==> src/rtl/access_attempt_ctrl.sv <==
// Keypad lock attempt sequencer: owns the checker strobe and enforces entry/response
// timeouts, the timed unlock window and the lockout after MAX_FAIL consecutive failures.
//
// state     | meaning
// IDLE      | waiting for the first digit of an attempt
// ENTRY     | collecting digits, inactivity timer running
// CHECK     | one-cycle compare strobe to the checker
// WAIT_RES  | waiting for pass/fail, response timer running
// OPEN      | door unlocked for UNLOCK_CYCLES
// LOCKOUT   | buzzer and key lockout for LOCK_CYCLES
module access_attempt_ctrl #(
    parameter int MAX_FAIL      = 3,
    parameter int UNLOCK_CYCLES = 500,
    parameter int LOCK_CYCLES   = 1000,
    parameter int ENTRY_TIMEOUT = 2000,
    parameter int RESP_TIMEOUT  = 16
) (
    input  logic                              clk,
    input  logic                              rst_n,
    input  logic                              key_valid,
    input  logic                              attempt_done,
    input  logic                              chk_pass,
    input  logic                              chk_fail,
    output logic                              key_accept,
    output logic                              check,
    output logic                              door_open,
    output logic                              buzzer,
    output logic                              locked_out,
    output logic                              busy,
    output logic [$clog2(MAX_FAIL+1)-1:0]     fail_count
);

    localparam int MAX_A = (UNLOCK_CYCLES > LOCK_CYCLES) ? UNLOCK_CYCLES : LOCK_CYCLES;
    localparam int MAX_B = (ENTRY_TIMEOUT > RESP_TIMEOUT) ? ENTRY_TIMEOUT : RESP_TIMEOUT;
    localparam int MAX_T = (MAX_A > MAX_B) ? MAX_A : MAX_B;
    localparam int TW    = $clog2(MAX_T) + 1;
    localparam int FW    = $clog2(MAX_FAIL + 1);

    typedef enum logic [2:0] {
        S_IDLE     = 3'd0,
        S_ENTRY    = 3'd1,
        S_CHECK    = 3'd2,
        S_WAIT_RES = 3'd3,
        S_OPEN     = 3'd4,
        S_LOCKOUT  = 3'd5
    } state_t;

    state_t          state;
    state_t          state_nxt;
    logic [TW-1:0]   timer;
    logic [TW-1:0]   timer_nxt;
    logic [FW-1:0]   fail_nxt;
    logic [FW-1:0]   fail_inc;

    assign key_accept = key_valid && ((state == S_IDLE) || (state == S_ENTRY));
    assign fail_inc   = fail_count + FW'(1);

    always_comb begin
        state_nxt = state;
        timer_nxt = timer + TW'(1);
        fail_nxt  = fail_count;
        case (state)
            S_IDLE: begin
                timer_nxt = '0;
                if (key_valid) state_nxt = S_ENTRY;
            end
            S_ENTRY: begin
                if (attempt_done)
                    state_nxt = S_CHECK;
                else if (key_valid)
                    timer_nxt = '0;
                else if (timer == TW'(ENTRY_TIMEOUT - 1))
                    state_nxt = S_IDLE;
            end
            S_CHECK: state_nxt = S_WAIT_RES;
            S_WAIT_RES: begin
                // a simultaneous pass+fail is resolved as a failure
                if (chk_fail || (!chk_pass && (timer == TW'(RESP_TIMEOUT - 1)))) begin
                    fail_nxt  = fail_inc;
                    state_nxt = (fail_inc == FW'(MAX_FAIL)) ? S_LOCKOUT : S_IDLE;
                end else if (chk_pass) begin
                    fail_nxt  = '0;
                    state_nxt = S_OPEN;
                end
            end
            S_OPEN: begin
                if (timer == TW'(UNLOCK_CYCLES - 1)) state_nxt = S_IDLE;
            end
            S_LOCKOUT: begin
                if (timer == TW'(LOCK_CYCLES - 1)) begin
                    fail_nxt  = '0;
                    state_nxt = S_IDLE;
                end
            end
            default: state_nxt = S_IDLE;
        endcase
        if (state_nxt != state) timer_nxt = '0;
    end

    // outputs decode the next state so they are valid in the first cycle of that state
    always_ff @(posedge clk or negedge rst_n) begin
        if (!rst_n) begin
            state      <= S_IDLE;
            timer      <= '0;
            fail_count <= '0;
            check      <= 1'b0;
            door_open  <= 1'b0;
            buzzer     <= 1'b0;
            locked_out <= 1'b0;
            busy       <= 1'b0;
        end else begin
            state      <= state_nxt;
            timer      <= timer_nxt;
            fail_count <= fail_nxt;
            check      <= (state_nxt == S_CHECK);
            door_open  <= (state_nxt == S_OPEN);
            buzzer     <= (state_nxt == S_LOCKOUT);
            locked_out <= (state_nxt == S_LOCKOUT);
            busy       <= (state_nxt == S_CHECK) || (state_nxt == S_WAIT_RES);
        end
    end

endmodule

==> config.mk <==
export PLATFORM = sky130hd
export DESIGN_NAME = access_attempt_ctrl
export DESIGN_NICKNAME = d
export VERILOG_FILES = /design/src/rtl/access_attempt_ctrl.sv
export SDC_FILE = /design/constraint.sdc
export NUM_CORES = 1
export LEC_CHECK = 0
export BUFFER_PORTS_ARGS = -buffer_cell sky130_fd_sc_hd__buf_2
export CAP_MARGIN = 20
export CORE_MARGIN = 2
export CORE_UTILIZATION = 51
export DETAILED_ROUTE_END_ITERATION = 6
export HOLD_SLACK_MARGIN = 0.03
export PLACE_DENSITY_LB_ADDON = 0.1
export SLEW_MARGIN = 30
export SYNTH_ARGS = -nofsm -noshare
export SYNTH_HDL_FRONTEND = slang
export SYNTH_SLANG_ARGS = --single-unit
==> constraint.sdc <==
create_clock -name clk -period 1.9 [get_ports clk]
set_input_delay 0 -clock clk [delete_from_list [all_inputs] [get_ports clk]]
set_output_delay 0 -clock clk [all_outputs]
set_load 0.01 [all_outputs]
# Word-level counts from Yosys, hierarchy flattened
# Index checks and enable logic that the tools add are counted.
# totals
ff_bits,21
latch_bits,0
ramBits,0
romBits,0
in_bits,6
elab_cells,53
mem_count,0
# classes
add_sub_neg,2
mul,0
div,0
order_cmp,0
eq_ne,17
shifts,0
mux,18
bitwise_logic,0
n_reduce_logical,9
# ops
operator,count
$mux 12,3
$mux 3,9
$pmux 12 s2,1
$pmux 3 s6,1
$add 12x1->12 const B,1
$eq 12x10->1 const B,1
$eq 12x11->1 const B,1
$eq 12x4->1 const B,1
$eq 12x9->1 const B,1
$eq 3x2->1 const B,4
$eq 3x3->1 const B,4
$mux 2,3
$pmux 2 s2,1
$eq 3x1->1 const B,1
$logic_not 3->1,1
$logic_or 1x1->1,3
$ne 3x3->1,1
$ne 3x3->1 const B,1
$reduce_and 3->1,1
$add 2x1->2 const B,1
$eq 2x2->1 const B,1
$logic_and 1x1->1,2
$ne 2x2->1 const B,1
$reduce_bool 2->1,1
$logic_not 1->1,1

# Logic depth before layout (Yosys ltp)
# Gate-level depths: netlist of the first run.
# logic_depth
depth_word,7
depth_mapped,7
depth_no_buf,6

# Worst setup path after synthesis of the first run
# No wires, ideal clock.
# synth_timing
path_type,register to register
start,reg timer[0]
end,reg state[2]
setup_time_ns,0.124
arrival_ns,1.916
slack_ns,-0.140
stages_incl_launch_ff,7
path_cell_list,dfrtp_1 ha_1 or4b_4 or3_4 nor4_2 o41ai_1 or2_1
# synth_via
elab_chain_len,5
elab_cells_between_ends,13
# synth_lines
element,line_no,rtl
from (decl),50,logic [TW-1:0] timer;
from (signal assigned),113,timer <= timer_nxt;
$eq 12x11->1 or $eq 12x4->1 (tied branches),"72, 78",
$mux 3 or $logic_and 1x1->1 (tied branches),"72, 78",
$mux 3 or $logic_or 1x1->1 (tied branches),"70, 78",
$mux 3 (on tied branches),"68, 78",
$pmux 3 s6 *,62,case (state)
net state_nxt[2],49,state_t state_nxt;
to (signal assigned),112,state <= state_nxt;
to (decl),48,state_t state;
# Mark *: on every way through the listed nets, which the timed path passes. The rest lies on a longest branch.
# A chain may end at the register's enable or synchronous reset.

# Worst setup path after layout of the first run
# Ends and elaborated chain as after synthesis.

==> run_results.csv, run 1 <==
group,metric,value,unit
placement,place_congestion,0.859,
setup_path,critPathLaunchType,"flop",
setup_path,r2r_start,"timer[0]",
cts,cts_sinks,21,
power,p_clk_share,31.1,%
timing,slew_viol_final,0,
finish,syn_to_final_growth,31.4,%
setup_path,reg2reg_slack,-0.17,ns
cts,cts_buffer_depth,2,
power,p_int,0.538,mW
global_routing,grt-ovfl-total,0,
timing,fmax,0.483,GHz
synth,synth_cell_types,45,
power,ir_worst_vdd,361,µV
finish,post-route-util,71.7,%
finish,drive_above_1_share,37.8,%
power,power_leakage,0.758,nW
cts,clkLatencyLatePin,0.30,ns
outcome,status,"finished with violations",
cts,clkSlewWorstSetupHoldPaths,0.11,ns
finish,fin_nets,165,
cts,numCtsBuffers,3,
timing,finClkSkew,0.00140,ns
floorplanning,die_w,52.9,µm
power,pwr-share-seq,64.9,%
floorplanning,fp.dieArea,0.00280,mm²
synth,ys_ff_latch,21,
synth,synthesis.nets,129,
routing,wirelength,2.93,mm
global_routing,grt_max_degree,22,
floorplanning,core_area,0.00223,mm²
routing,drtPass1Iterations,4,
setup_path,cp-startpoint,"timer[0]",
power,p_sw_share,21.8,%
setup_path,crit_end,"state[2]",
floorplanning,row_count,17,
power,p_switching,0.150,mW
setup_path,cp_data_arrival_time,2.27,ns
routing,drc_errors,0,
cts,cts_max_level,1,
timing,fin_tns_setup,-1.72,ns
synth,synth-seq-area-share,43.1,%
floorplanning,die_h,52.9,µm
routing,ant_nets,0,
cts,root_buffer,"clkbuf_4",
hold_path,min_path_type,"input port to flop",
global_routing,grt_pass1_vias,1037,
routing,drt_iter0_markers,10,
setup_path,path_class,"flop to flop",
timing,worstMarginPinSlew,0.471,ns
power,combPwrFrac,4.0,%
timing,setup_ws,-0.169,ns
finish,nFillCells,167,
floorplanning,pin_count,14,
finish,num_antenna_cells,0,
finish,layout_commonest_cell,"dfrtp_1",
global_routing,grt.total_usage,23.8,%
global_routing,grt_pass1_wl,4.71,mm
routing,wire_per_inst,15.9,µm
timing,rsz0062_at_grt,"yes",
floorplanning,start_util,54.6,%
finish,layout_common_cells,"dfrtp_1 (21), buf_4 (19), buf_2 (13)",
setup_path,r2r_cells,6,
outcome,violations,"setup timing",
cts,cts_tree,"built",
synth,syn_inst,121,
setup_path,end_kind,"flop",
timing,hold_violations,0,
timing,whs,0.0648,ns
placement,hpwl,2.08,mm
timing,setup_viol,14,
placement,numPortBuffers,13,
routing,viasPerCell,5.89,
timing,slew_headroom,68.6,%
power,power.density,430,mW/mm²
synth,ys.warnings.count,0,
setup_path,r2r-end,"state[2]",
setup_path,required,2.10,ns
routing,vias,1084,
synth,syn_area_per_cell,10.1,µm²
run,maxCapViolations,0,
setup_path,crit_fanout,3,
timing,timing.final.crit_share,109,%
timing,fin_crit,2.07,ns
global_routing,antenna_found_initial,0,
synth,syn_area,0.00122,mm²
## layout make-up
type                            instances  area (µm²)  area share, %
Multi-Input combinational cell         88         723           45.2
Sequential cell                        21         526           32.8
Timing Repair Buffer                   37         269           16.8
Tap cell                               28        35.0           2.19
Clock buffer                            4        26.3           1.64
Inverter                                6        22.5           1.41
## state kept, by name, indices dropped and copies added (netlist names)
register    count
check           1
door_open       1
locked_out      1
state           3
timer          12
fail_count      2
busy            1
## power by group through the flow
stage	logic (mW)	registers, mW	clock network (mW)
finish	0.0275	0.447	0.214
global route	0.0308	0.447	0.249
CTS	0.0254	0.447	0.225
detailed placement	0.0220	0.455	0
global placement	0.0212	0.455	0
floorplan	0.00432	0.456	0
## metal layers
layer / routed length [µm] / track usage (%) / vias up
li1: - / - / 511
met1: 1220 / 29.3 / 537
met2: 1540 / 39.8 / 30
met3: 117 / 3.67 / 6
met4: 54 / 12.8 / 0
met5: 0 / 0 / -
## what timing repair did
item | 4_1_cts | 5_1_grt
hold endpoints to repair | 22 | 1
buffers inserted | 0 | 2
setup endpoints to repair | 12 | 18
pin swaps | 3 | 3
resized for setup | 6 | 2
hold buffers | 2 | 1
## cells in the mapped netlist, drive strengths merged
cell type | number | area, µm²
a211o | 1 | 8.76
nand3 | 4 | 20.0
buf | 5 | 30.0
and3b | 2 | 17.5
nand4 | 3 | 18.8
or4 | 1 | 11.3
a21oi | 2 | 10.0
o21ai | 2 | 10.0
o211ai | 3 | 27.5
xnor2 | 3 | 26.3
or2b | 1 | 7.51
and3 | 2 | 12.5
inv | 6 | 22.5
and4bb | 1 | 12.5
nor2 | 11 | 41.3
clkbuf | 1 | 3.75
nor3b | 1 | 7.51
or3 | 2 | 17.5
ha | 2 | 25.0
or4b | 1 | 13.8
nor4 | 1 | 12.5
a31o | 2 | 17.5
and2 | 2 | 12.5
o31ai | 1 | 7.51
o41ai | 1 | 8.76
or2 | 2 | 12.5
a31oi | 2 | 12.5
nor3 | 11 | 66.3
nor4b | 3 | 32.5
nand3b | 3 | 22.5
nand2 | 6 | 22.5
and2b | 1 | 7.51
mux2i | 1 | 10.0
nand4bb | 1 | 27.5
o22ai | 1 | 6.26
or3b | 1 | 8.76
xor2 | 6 | 52.6
dfrtp | 21 | 526
a22o | 1 | 8.76
## worst min-delay path by stage
stage | start | end | depth (start not counted)
floorplan | rst_n | busy | 0
global placement | rst_n | fail_count[0] | 1
detailed placement | rst_n | locked_out | 1
CTS | chk_pass | door_open | 3
global route | chk_fail | door_open | 3
finish | chk_fail | fail_count[1] | 3
## stage by stage
| stage | area (µm²) | worst slack (ns) | total power [mW] | std cells |
|---|---|---|---|---|
| 3_5_place_dp | 1480 | -0.152 | 0.477 | 175 |
| 5_1_grt | 1600 | -0.234 | 0.727 | 184 |
| 2_1_floorplan | 1260 | -0.101 | 0.460 | 121 |
| 4_1_cts | 1570 | -0.135 | 0.697 | 181 |
| 3_3_place_gp | 1480 | -0.0910 | 0.477 | 175 |
| 6_report | 1600 | -0.169 | 0.688 | 184 |
## worst max-delay path, cell delays in order, from the launching register on
cell	delay [ns]
dfrtp_1	0.38
ha_2	0.18
or4b_4	0.49
or3_4	0.41
nor4_4	0.17
o41ai_2	0.12
or2_1	0.22
## logic make-up (layout without fill, tap and decap cells)
family                     count (synthesis)  after routing  share of synthesized area, %
adders and majority gates                  2              2                          2.05
and+or+nand+nor                           60             60                          33.3
muxes                                      1              1                         0.821
AOI/OAI and AO/OA                         16             16                          9.65
xor gates and xnor gates                   9              9                          6.47
buffers and inverters                     12             47                          4.62
DFF                                       21             21                          43.1
(Power assumes the default switching activity.)
==> inputs of run 2 (changes only) <==
--- a/config.mk
+++ b/config.mk
@@ -5,10 +5,11 @@
 export SDC_FILE = /design/constraint.sdc
 export NUM_CORES = 1
 export LEC_CHECK = 0
+export ABC_AREA = 1
 export BUFFER_PORTS_ARGS = -buffer_cell sky130_fd_sc_hd__buf_2
 export CAP_MARGIN = 20
 export CORE_MARGIN = 2
-export CORE_UTILIZATION = 51
+export CORE_UTILIZATION = 52
 export DETAILED_ROUTE_END_ITERATION = 6
 export HOLD_SLACK_MARGIN = 0.03
 export PLACE_DENSITY_LB_ADDON = 0.1
==> run_results.csv, run 2 <==
group,metric,value,unit
outcome,status,"finished clean",
cts,cts_tree,"built",
cts,root_buffer,"clkbuf_4",
global_routing,grt-ovfl-total,0,
global_routing,antenna_found_initial,0,
setup_path,critPathLaunchType,"flop",
finish,drive_above_1_share,27.5,%
power,power_leakage,0.792,nW
timing,timing.final.crit_share,93.4,%
synth,ys_ff_latch,21,
hold_path,min_from,"key_valid",
finish,regArea,526,µm²
power,pwr-share-seq,34.8,%
floorplanning,row_count,18,
synth,synthesis.nets,194,
setup_path,r2r_cells,11,
power,p_switching,0.851,mW
power,power.density,1170,mW/mm²
setup_path,reg2reg_slack,0.13,ns
timing,hold_violations,0,
finish,num_antenna_cells,0,
cts,cts_buffer_depth,2,
placement,dp_slack,0.103,ns
routing,drc_errors,0,
power,combPwrFrac,52.5,%
cts,clkSlewWorstSetupHoldPaths,0.13,ns
routing,vias,1238,
timing,setup_ws,0.126,ns
synth,ys.warnings.count,0,
finish,syn_to_final_growth,13.6,%
timing,finClkSkew,0.00508,ns
power,ir_worst_vdd,1090,µV
routing,drtPass1Iterations,4,
timing,slew_headroom,68.6,%
setup_path,required,2.12,ns
routing,drt_iter0_markers,25,
placement,hpwl,2.15,mm
finish,nFillCells,252,
synth,synth_top_area_cell,"dfrtp_1",
floorplanning,die_h,55.3,µm
finish,multiInputGateArea,729,µm²
synth,synth_cell_types,26,
finish,fin_nets,216,
setup_path,cp_data_arrival_time,1.99,ns
placement,place_congestion,0.842,
timing,worstMarginPinSlew,0.471,ns
global_routing,grt_pass1_vias,1150,
synth,async_flop_share,100,%
synth,ys_top_cells_by_area,"dfrtp_1 (38%), nand2_1 (12%), inv_1 (6.0%)",
synth,synth-seq-area-share,38.5,%
synth,syn_area_per_cell,7.35,µm²
floorplanning,die_w,55.3,µm
floorplanning,core_area,0.00248,mm²
floorplanning,fp.dieArea,0.00305,mm²
hold_path,min_path_cells,6,
placement,placed_cells,229,
finish,instances_no_fill,237,
synth,syn_inst,186,
synth,syn_area,0.00137,mm²
floorplanning,pin_count,14,
placement,numPortBuffers,13,
global_routing,grt.total_usage,19.7,%
global_routing,grt_pass1_wl,4.84,mm
synth,synth_top_cell_area_share,38.5,%
timing,setup_viol,0,
finish,largest_reg_flops,12,
power,p_sw_share,46.7,%
timing,fin_crit,1.77,ns
global_routing,grt_max_degree,22,
timing,slew_viol_final,0,
cts,numCtsBuffers,3,
synth,yosysMostFrequentCell,"nand2_1",
finish,regMostFlops,"timer",
cts,clkLatencyLatePin,0.32,ns
routing,wirelength,2.89,mm
hold_path,min_to,"timer[11]",
routing,wire_per_inst,12.2,µm
setup_path,path_class,"flop to flop",
synth,synth_ff_type,"dfrtp_1",
setup_path,r2r_start,"timer[0]",
synth,synth_edf_count,0,
setup_path,crit_fanout,12,
hold_path,min_path_type,"input port to flop",
cts,cts_max_level,1,
power,p_clk_share,12.8,%
setup_path,end_kind,"flop",
cts,cts_sinks,21,
finish,layout_common_cells,"nand2_1 (43), inv_1 (22), dfrtp_1 (21)",
setup_path,r2r-end,"timer[0]",
floorplanning,start_util,55.2,%
power,p_int,0.972,mW
run,maxCapViolations,0,
timing,fmax,0.564,GHz
synth,ys_top_cells_by_count,"nand2_1 (43), inv_1 (22), dfrtp_1 (21)",
finish,layout_commonest_cell,"nand2_1",
routing,ant_nets,0,
routing,viasPerCell,5.22,
finish,reg_top3,"timer (12), state (3), fail_count (2)",
==> run 2: cell types whose count changed after synthesis, sizes merged, moves of 6 or more <==
cell   change
o21ai      +8
nor2      +17
nand3     +13
nand2     +45
xor2       -6
inv       +21
==> run 2: worst max path at each step <==
| stage | depth (start not counted) | startpoint | slack, ns | endpoint |
|---|---|---|---|---|
| after floorplan | 13 | timer[0] | 0.31 | timer[1] |
| after global placement | 13 | timer[0] | 0.17 | timer[0] |
| after detailed placement | 13 | timer[0] | 0.10 | timer[0] |
| after CTS | 13 | timer[0] | 0.08 | timer[0] |
| after global routing | 13 | timer[0] | -0.0006 | timer[0] |
| final | 11 | timer[0] | 0.13 | timer[0] |
==> run 2: power groups by stage <==
stage / clock network [mW] / logic, mW / registers, mW
finish: 0.233 / 0.957 / 0.634
global route: 0.255 / 1.07 / 0.647
CTS: 0.235 / 0.955 / 0.631
detailed placement: 0 / 0.947 / 0.640
global placement: 0 / 0.920 / 0.638
floorplan: 0 / 0.668 / 0.652
==> run 2: repair_timing <==
action | 4_1_cts | 5_1_grt
hold buffers | 2 | 0
setup buffers | 0 | 2
endpoints found under the setup margin | 0 | 12
hold endpoints to repair | 22 | 0
gates resized for setup | 0 | 3
==> run 2: metrics by stage <==
| step | util, % | total power [mW] | instance area, µm² | TNS, ns | hold slack (ns) |
|---|---|---|---|---|---|
| 2_1_floorplan | - | 1.32 | 1370 | 0 | -0.296 |
| 3_3_place_gp | 59.6 | 1.56 | 1480 | 0 | -0.0231 |
| 3_5_place_dp | 59.6 | 1.59 | 1480 | 0 | -0.0155 |
| 4_1_cts | 61.6 | 1.82 | 1530 | 0 | 0.0545 |
| 5_1_grt | 62.7 | 1.98 | 1550 | -0.000641 | 0.0786 |
| 6_report | 62.7 | 1.82 | 1550 | 0 | 0.0653 |
==> run 2: cells by family after synthesis <==
| family | synth area share [%] |
|---|---|
| compound gates | 9.07 |
| simple gates | 41.6 |
| flops | 38.5 |
| fa+ha+maj | 1.83 |
| buf+inv | 9.07 |
==> run 2: routing by layer <==
metal | vias up | global-route usage (%) | wire [µm]
met5 | - | 0 | 0
met4 | 0 | 8.36 | 46
met3 | 6 | 2.11 | 90
met2 | 26 | 31.3 | 1340
met1 | 564 | 27.3 | 1410
li1 | 642 | - | -
==> run 2: critical path, stage by stage, from the launching register on <==
cell and delay, ns:
dfrtp_1 0.40, ha_2 0.22, nand2_1 0.08, nor3_1 0.15, nand3_1 0.12, nand2_1 0.10
nand2_1 0.06, nor2_2 0.14, nand3_2 0.09, nand3_2 0.10, buf_12 0.15, nor2_1 0.06
==> run 2: cell type report <==
class	count	area share (%)
repair buffers	19	8.22
clock inverters	1	0.322
clock buffers	3	1.45
inverters	28	6.77
well taps	30	2.42
multi-input cells	135	47.0
flip-flops and latches	21	33.8
==> inputs of run 3 (changes only) <==
--- a/config.mk
+++ b/config.mk
@@ -7,12 +7,13 @@
 export LEC_CHECK = 0
 export ABC_AREA = 1
 export BUFFER_PORTS_ARGS = -buffer_cell sky130_fd_sc_hd__buf_2
-export CAP_MARGIN = 20
+export CAP_MARGIN = 0
 export CORE_MARGIN = 2
 export CORE_UTILIZATION = 52
 export DETAILED_ROUTE_END_ITERATION = 6
 export HOLD_SLACK_MARGIN = 0.03
 export PLACE_DENSITY_LB_ADDON = 0.1
+export SKIP_CTS_REPAIR_TIMING = 1
 export SLEW_MARGIN = 30
 export SYNTH_ARGS = -nofsm -noshare
 export SYNTH_HDL_FRONTEND = slang
==> constraint.sdc (replaced) <==
create_clock -name clk -period 1.9 [get_ports clk]
set_input_delay 0.095 -clock clk [delete_from_list [all_inputs] [get_ports clk]]
set_output_delay 0.095 -clock clk [all_outputs]
set_load 0.01 [all_outputs]
==> run_results.csv, run 3 (same netlist as run 2, synthesis figures left out) <==
group,metric,value,unit
global_routing,grt_pass1_vias,1138,
routing,viasPerCell,5.21,
cts,root_buffer,"clkbuf_4",
power,power_leakage,0.788,nW
finish,reg_top3,"timer (12), state (3), fail_count (2)",
global_routing,grt_max_degree,22,
setup_path,crit_fanout,12,
finish,instances_no_fill,236,
placement,hpwl,2.15,mm
setup_path,max_stage_delay,0.40,ns
setup_path,reg2reg_slack,0.12,ns
floorplanning,pin_count,14,
timing,worstMarginPinSlew,0.469,ns
timing,slew_headroom,68.8,%
placement,placed_cells,229,
placement,place_congestion,0.842,
timing,hold_violations,0,
hold_path,min_path_cells,3,
routing,wire_per_inst,12.2,µm
setup_path,cp_common_cell,"nand2_1",
timing,setup_viol,0,
cts,cts_buffer_depth,2,
setup_path,end_kind,"flop",
power,ir_worst_vdd,1090,µV
setup_path,slowest_stage,"dfrtp_1",
power,power,1.82,mW
cts,clkLatencyLatePin,0.32,ns
finish,regMostFlops,"timer",
run,maxCapViolations,0,
setup_path,r2r_start,"timer[0]",
floorplanning,row_count,18,
setup_path,crit_chain,"ha_2, nand2_1, nor3_1, nand3_1, nand2_1, nand2_1, nor2_2, nand3_2, nand3_2, buf_12, nor2_1",
setup_path,path_class,"flop to flop",
routing,drt_iter0_markers,25,
setup_path,critPathLaunchType,"flop",
global_routing,grt_pass1_wl,4.82,mm
routing,wirelength,2.88,mm
power,power.density,1180,mW/mm²
finish,fin_nets,215,
finish,post-route-util,62.3,%
timing,fin_crit,1.78,ns
finish,syn_to_final_growth,12.9,%
setup_path,r2r_cells,11,
setup_path,path_delay_family,"simple AND/OR/NAND/NOR gates",
global_routing,grt.total_usage,19.6,%
setup_path,r2r-end,"timer[0]",
finish,layout_common_cells,"nand2_1 (43), inv_1 (22), dfrtp_1 (21)",
routing,drtPass1Iterations,4,
finish,num_antenna_cells,0,
cts,cts_max_level,1,
floorplanning,core_area,0.00248,mm²
routing,ant_nets,0,
routing,vias,1230,
timing,whs,0.0974,ns
placement,numPortBuffers,13,
floorplanning,die_h,55.3,µm
cts,cts_tree,"built",
timing,finClkSkew,0.00488,ns
setup_path,cp_data_arrival_time,2.00,ns
cts,numCtsBuffers,3,
outcome,status,"finished clean",
setup_path,required,2.12,ns
finish,nFillCells,253,
finish,largest_reg_flops,12,
floorplanning,fp.dieArea,0.00305,mm²
finish,regArea,526,µm²
cts,clkSlewWorstSetupHoldPaths,0.13,ns
hold_path,min_to,"check",
global_routing,grt-ovfl-total,0,
timing,fmax,0.563,GHz
floorplanning,die_w,55.3,µm
setup_path,worst-path-buf-inv,1,
hold_path,min_path_type,"input port to flop",
finish,multiInputGateArea,729,µm²
routing,drc_errors,0,
hold_path,min_from,"attempt_done",
finish,drive_above_1_share,27.7,%
floorplanning,start_util,55.2,%
finish,layout_commonest_cell,"nand2_1",
cts,cts_sinks,21,
timing,timing.final.crit_share,93.5,%
global_routing,antenna_found_initial,0,
timing,slew_viol_final,0,
run 3: cell types whose count changed in the layout (fill, tap and decap cells not counted), sizes merged:
cell and change:
dlygate4sd3 -1
run 3: worst max path at each step:
stage                         from       end  slack, ns  cells past startpoint
after floorplan           timer[0]  timer[1]       0.31                     13
after global placement    timer[0]  timer[0]       0.17                     13
after detailed placement  timer[0]  timer[0]       0.10                     13
after CTS                 timer[0]  timer[0]       0.08                     13
after global routing      timer[0]  timer[0]    -0.0006                     13
final                     timer[0]  timer[0]       0.12                     11
run 3: worst reg2reg max path, cell delays in order (launching register included):
cell,delay [ns]
dfrtp_1,0.40
ha_2,0.22
nand2_1,0.08
nor3_1,0.15
nand3_1,0.12
nand2_1,0.10
nand2_1,0.06
nor2_2,0.14
nand3_2,0.09
nand3_2,0.10
buf_12,0.15
nor2_1,0.06
run 3: per-layer routing:
metal	vias to the layer above	part of all wire, %	wire length, µm	GRT usage, %
met3	6	3.0	87	2.34
met1	560	49	1410	27.1
li1	640	-	-	-
met5	-	0	0	0
met2	24	47	1340	31.0
met4	0	1.6	46	8.36
run 3: per-stage QoR:
step / setup slack [ns] / TNS (ns) / area, µm²
global route: -0.000641 / -0.000641 / 1540
floorplan: 0.308 / 0 / 1370
global placement: 0.166 / 0 / 1480
CTS: 0.0821 / 0 / 1510
detailed placement: 0.103 / 0 / 1480
finish: 0.124 / 0 / 1540
run 3: power by group:
group | internal, mW | total [mW] | switching, mW
sequential | 0.542 | 0.635 | 0.0924
clock | 0.0791 | 0.233 | 0.154
combinational | 0.350 | 0.955 | 0.606
run 3: layout make-up:
cell class,instances,area share (%)
Clock buffer,3,1.46
Clock inverter,1,0.324
Inverter,28,6.81
Multi-Input combinational cell,135,47.3
Sequential cell,21,34.1
Tap cell,30,2.43
Timing Repair Buffer,18,7.62
